--- config.mk ---
export PLATFORM = sky130hd
export DESIGN_NAME = request_encoder_5x1
export DESIGN_NICKNAME = d
export VERILOG_FILES = /design/src/rtl/encoder_pkg.sv /design/src/rtl/rr_pick5.sv /design/src/rtl/request_encoder_5x1.sv
export SDC_FILE = /design/constraint.sdc
export NUM_CORES = 1
export LEC_CHECK = 0
export CAP_MARGIN = 30
export CORE_ASPECT_RATIO = 2
export CORE_MARGIN = 4
export CORE_UTILIZATION = 55
export CTS_CLUSTER_DIAMETER = 30
export DETAILED_ROUTE_END_ITERATION = 8
export GPL_TIMING_DRIVEN = 0
export PLACE_DENSITY = 0.76
export SLEW_MARGIN = 15
export SYNTH_ARGS = -nofsm -noshare
export SYNTH_HDL_FRONTEND = slang
export SYNTH_HIERARCHICAL = 1
export SYNTH_SLANG_ARGS = --single-unit
--- constraint.sdc ---
create_clock -name Clk -period 4.3 [get_ports Clk]
set_clock_uncertainty 0.2 [all_clocks]
set_input_delay 1.075 -clock Clk [delete_from_list [all_inputs] [get_ports Clk]]
set_output_delay 1.075 -clock Clk [all_outputs]
set_load 0.02 [all_outputs]
--- src/rtl/encoder_pkg.sv ---
// Shared definitions for the 5-to-1 request encoder and its demux counterpart:
// select codes, line count, FSM state encoding and a code-to-one-hot helper.
package encoder_pkg;

    localparam int unsigned N_LINES = 5;

    localparam logic [2:0] SEL_IN1 = 3'd0;
    localparam logic [2:0] SEL_IN2 = 3'd1;
    localparam logic [2:0] SEL_IN3 = 3'd2;
    localparam logic [2:0] SEL_IN4 = 3'd3;
    localparam logic [2:0] SEL_IN5 = 3'd4;

    typedef enum logic {
        ST_IDLE  = 1'b0,
        ST_GRANT = 1'b1
    } state_e;

    function automatic logic [N_LINES-1:0] sel_to_onehot(input logic [2:0] sel);
        logic [N_LINES-1:0] oh;
        for (int i = 0; i < N_LINES; i++) begin
            oh[i] = (sel == 3'(i));
        end
        return oh;
    endfunction

endpackage

--- src/rtl/rr_pick5.sv ---
// Combinational picker: first pending line searching upward from last+1 (wrapping).
// REQ_ENCODER_FIXED_PRIORITY_EN selects fixed priority (lowest index wins, last ignored).
module rr_pick5
    import encoder_pkg::*;
(
    input  logic [N_LINES-1:0] pending,
    input  logic [2:0]         last,
    output logic               found,
    output logic [2:0]         idx
);

`ifdef REQ_ENCODER_FIXED_PRIORITY_EN
    logic unused_last;
    assign unused_last = ^last;

    always_comb begin
        found = 1'b0;
        idx   = SEL_IN1;
        for (int k = N_LINES - 1; k >= 0; k--) begin
            if (pending[k]) begin
                found = 1'b1;
                idx   = 3'(k);
            end
        end
    end
`else
    logic [7:0] pend_ext;
    logic [3:0] pos;

    assign pend_ext = {{(8 - N_LINES){1'b0}}, pending};

    // Walk the search order backwards so the nearest candidate is written last.
    always_comb begin
        found = 1'b0;
        idx   = SEL_IN1;
        pos   = '0;
        for (int k = N_LINES; k >= 1; k--) begin
            pos = {1'b0, last} + 4'(k);
            if (pos >= 4'(N_LINES)) begin
                pos = pos - 4'(N_LINES);
            end
            if (pend_ext[pos[2:0]]) begin
                found = 1'b1;
                idx   = pos[2:0];
            end
        end
    end
`endif

endmodule

--- src/rtl/request_encoder_5x1.sv ---
// Sequential 5-to-1 request encoder: edge capture, pending set, arbitration, Valid/Ack grant.
// Build with REQ_ENCODER_FIXED_PRIORITY_EN for fixed priority instead of round-robin.
module request_encoder_5x1
    import encoder_pkg::*;
(
    input  logic       Clk,
    input  logic       Reset_n,
    input  logic       In5,
    input  logic       In4,
    input  logic       In3,
    input  logic       In2,
    input  logic       In1,
    input  logic       Ack,
    output logic [2:0] Sel,
    output logic       Valid,
    output logic       Dropped
);

    state_e               state_q, state_d;
    logic [N_LINES-1:0]   in_vec, prev_q, edges, clear;
    logic [N_LINES-1:0]   pending_q, pending_d;
    logic [2:0]           last_q, last_d, sel_q, sel_d, pick_idx;
    logic                 dropped_q, dropped_d, found;

    assign in_vec = {In5, In4, In3, In2, In1};
    assign edges  = in_vec & ~prev_q;

    rr_pick5 u_pick (
        .pending (pending_q),
        .last    (last_q),
        .found   (found),
        .idx     (pick_idx)
    );

    always_ff @(posedge Clk or negedge Reset_n) begin
        if (!Reset_n) begin
            state_q <= ST_IDLE;
        end else begin
            state_q <= state_d;
        end
    end

    always_comb begin
        state_d = state_q;
        sel_d   = sel_q;
        last_d  = last_q;
        clear   = '0;
        unique case (state_q)
            ST_IDLE: begin
                if (found) begin
                    sel_d   = pick_idx;
                    state_d = ST_GRANT;
                end
            end
            ST_GRANT: begin
                if (Ack) begin
                    clear   = sel_to_onehot(sel_q);
`ifndef REQ_ENCODER_FIXED_PRIORITY_EN
                    last_d  = sel_q;
`endif
                    state_d = ST_IDLE;
                end
            end
        endcase
    end

    // A new edge on the bit being acknowledged re-queues it (set beats clear).
    assign pending_d = (pending_q & ~clear) | edges;
    assign dropped_d = |(edges & pending_q & ~clear);

    always_ff @(posedge Clk or negedge Reset_n) begin
        if (!Reset_n) begin
            prev_q    <= '0;
            pending_q <= '0;
            last_q    <= SEL_IN5;
            sel_q     <= SEL_IN1;
            dropped_q <= 1'b0;
        end else begin
            prev_q    <= in_vec;
            pending_q <= pending_d;
            last_q    <= last_d;
            sel_q     <= sel_d;
            dropped_q <= dropped_d;
        end
    end

    always_comb begin
        Valid   = (state_q == ST_GRANT);
        Sel     = sel_q;
        Dropped = dropped_q;
    end

endmodule

==> impl_metrics.env <==
export IMPL_status="finished, final reports clean"
export IMPL_start_kind="flip-flop"
export IMPL_synth_top_family_by_area="compound AO/OA/AOI/OAI gates"
export IMPL_synth_nets=231
export IMPL_clk_latency_ps=250
export IMPL_timing_final_ws_setup_ps=191
export IMPL_synthMuxAreaShare=0.104
export IMPL_tightest_slew_ps=765
export IMPL_syn_to_final_growth_pct=11.7
export IMPL_r2r_setup_slack_ps=190
export IMPL_std_cell_rows=29
export IMPL_drt_iter0_markers=71
export IMPL_timing_final_crit_share=0.956
export IMPL_die_w_um=48.6
export IMPL_synthSimpleGateAreaFrac=0.208
export IMPL_core_um2=3160
export IMPL_die_area_um2=4340
export IMPL_grt_total_usage=0.233
export IMPL_worst_setup_path_end_kind="flip-flop"
export IMPL_grt_start_max_net_pins=19
export IMPL_root_buffer="clkbuf_8"
export IMPL_grt_pass1_wl_um=7960
export IMPL_yosys_area_share_xor_xnor=0.0386
export IMPL_ant_nets=0
export IMPL_worst_ep_required_time_ps=4230
export IMPL_dp_hpwl_um=3830
export IMPL_critical_path_cell_chain="buf_2 > inv_1 > clkbuf_4 > ha_1 > inv_1 > fa_1 > a21oi_4 > xnor2_1 > mux2i_1 > and2_1 > o311ai_1 > or4_1 > and2b_2 > mux2_2"
export IMPL_clkTransAtPathRegs_ps=60
export IMPL_gp_congestion=0.937
export IMPL_syn_inst=213
export IMPL_reg2reg_depth=14
export IMPL_antenna_found_initial=0
export IMPL_async_flop_share=1.00
export IMPL_synth_area_um2=1810
export IMPL_grt_pass1_vias=1778
export IMPL_max_stage_delay_ps=530
export IMPL_netlist_cell_type_count=64
export IMPL_critPathSlowestCell="or4_1"
export IMPL_preCtsSetupSlack_ps=-124
export IMPL_worstHoldPathType="reg -> reg"
export IMPL_htree_levels=1
export IMPL_drcViolationCount=0
export IMPL_synthAdderAreaFrac=0.0731
export IMPL_final_max_slew_viol_count=0
export IMPL_cpMostUsedCell="inv_1"
export IMPL_hold_violations=0
export IMPL_die_y_um=89.2
export IMPL_reg2reg_to="Sel[0]$_DFFE_PN0P_"
export IMPL_max_freq_ghz=0.243
export IMPL_final_common_cell="nand2_1"
export IMPL_critPathMaxFanout=12
export IMPL_min_path_cells=1
export IMPL_synth_seq_cells=18
export IMPL_cts_tree="built"
export IMPL_layout_common_cells="nand2_1 (19), dfrtp_1 (17), o21ai_0 (12), clkdlybuf4s50_1 (12)"
export IMPL_clockBufferDepth=2
export IMPL_fin_nets=247
export IMPL_tritoncts_num_sinks=18
export IMPL_setup_violations_final=0
export IMPL_synth_edf_count=0
export IMPL_max_slew_margin=0.488
export IMPL_n_antenna_cell=0
export IMPL_ys_warn_count=6
export IMPL_ctsHoldBuffers=0
export IMPL_arrival_ps=4040
export IMPL_firstDrtPassIters=4
export IMPL_cts_buffers=3
export IMPL_pin_count=13
export IMPL_critical_path_class="reg -> reg"
export IMPL_final_min_clock_period_ps=4110
export IMPL_vias=1738
export IMPL_ys_flop_type="dfrtp_1"
export IMPL_min_from="prev_q[4]$_DFF_PN0_"
export IMPL_avgViaCountPerCell=6.71
export IMPL_numPortBuffers=12
export IMPL_wire_per_inst_um=18.5
export IMPL_yosysSeqAreaShare=0.249
export IMPL_overflow=0
export IMPL_reg2reg_from="last_q[0]$_DFFE_PN0P_"
export IMPL_holdPathEnd="pending_q[4]$_DFF_PN0_"
export IMPL_drv_cap=0
export IMPL_synth_compound_area_share=0.257
export IMPL_crit_family="simple AND/OR/NAND/NOR gates"
export IMPL_initial_core_util=0.575
export IMPL_finalWirelength_um=4800
export IMPL_worst_path_buf_inv=4
export IMPL_avgSynthCellArea_um2=8.52
export IMPL_drive_gt1_frac=0.114
-- synth_stat cells, drive strengths merged (2+ instances only) --
cell type   n  area (µm²)
nand2      19        71.3
dfrtp      17         425
o21ai      16        80.1
inv        12        45.0
mux2i      11         110
nand2b     11        68.8
a21oi       9        48.8
buf         9        57.6
ha          9         113
nor2        9        33.8
clkbuf      7        26.3
xnor2       7        61.3
a31oi       6        52.6
nand3       6        30.0
mux2        5        56.3
o31ai       4        40.0
a211oi      3        22.5
a21o        3        23.8
nand3b      3        22.5
nor3        3        15.0
o22ai       3        18.8
a32o        2        20.0
and4b       2        20.0
nor2b       2        12.5
o2bb2ai     2        17.5
o311a       2        20.0
o32ai       2        17.5
or3b        2        17.5
or4         2        15.0
-- timing repair --
item	4_1_cts	5_1_grt
buffers inserted	0	0
endpoints found under the hold margin	0	0
resized for setup	1	3
setup endpoints to repair	4	4
-- layout make-up --
cell class	count	area (µm²)
sequential	18	452
timing repair buffer	12	120
tap	31	38.8
buffer	15	83.8
multi-input combinational	167	1240
clock buffer	4	45.0
fill	277	1130
inverter	12	45.0
-- per-stage QoR --
| stage | setup TNS, ps | area, µm² | util | cells | hold WS, ps |
|---|---|---|---|---|---|
| 6_report | 0 | 2030 | 0.642 | 259 | 271 |
| 5_1_grt | -48.2 | 2030 | 0.642 | 259 | 284 |
| 4_1_cts | 0 | 2020 | 0.640 | 260 | 280 |
| 3_5_place_dp | -256 | 1970 | 0.625 | 256 | 268 |
| 3_3_place_gp | -65.4 | 1970 | 0.625 | 256 | 247 |
| 2_1_floorplan | 0 | 1810 | - | 213 | 228 |
-- logic make-up (layout without fill, tap and decap cells) --
kind of cell / count (synthesis) / count (layout)
AOI/OAI and AO/OA: 64 / 64
buffers and inverters: 28 / 43
xor gates and xnor gates: 8 / 8
DFF: 18 / 18
and+or+nand+nor: 68 / 68
muxes: 17 / 17
adders and majority gates: 10 / 10
-- state kept, by name, summed over array words and instances (netlist names) --
| name | count |
|---|---|
| Dropped | 1 |
| Sel | 3 |
| last_q | 3 |
| Valid | 1 |
| prev_q | 5 |
| pending_q | 5 |
-- worst max-delay path by stage --
| stage | startpoint | end | slack [ps] | cells after the start |
|---|---|---|---|---|
| 2_1_floorplan | last_q[0]$_DFFE_PN0P_ | Sel[0]$_DFFE_PN0P_ | 430 | 14 |
| 3_3_place_gp | last_q[0]$_DFFE_PN0P_ | Sel[2]$_DFFE_PN0P_ | -30 | 14 |
| 3_5_place_dp | last_q[0]$_DFFE_PN0P_ | Sel[0]$_DFFE_PN0P_ | -120 | 14 |
| 4_1_cts | last_q[0]$_DFFE_PN0P_ | Sel[0]$_DFFE_PN0P_ | 70 | 14 |
| 5_1_grt | last_q[0]$_DFFE_PN0P_ | Sel[0]$_DFFE_PN0P_ | -30 | 14 |
| 6_report | last_q[0]$_DFFE_PN0P_ | Sel[0]$_DFFE_PN0P_ | 190 | 14 |
-- metal layers --
layer | vias to the layer above | track usage | routed length (µm)
li1 | 812 | - | -
met1 | 825 | 0.221 | 1610
met2 | 78 | 0.450 | 2690
met3 | 23 | 0.0200 | 207
met4 | 0 | 0.176 | 283
met5 | - | 0 | 0
Power is not shown: default switching activity piles up to over one toggle a cycle in this logic, so the estimate is an artifact.
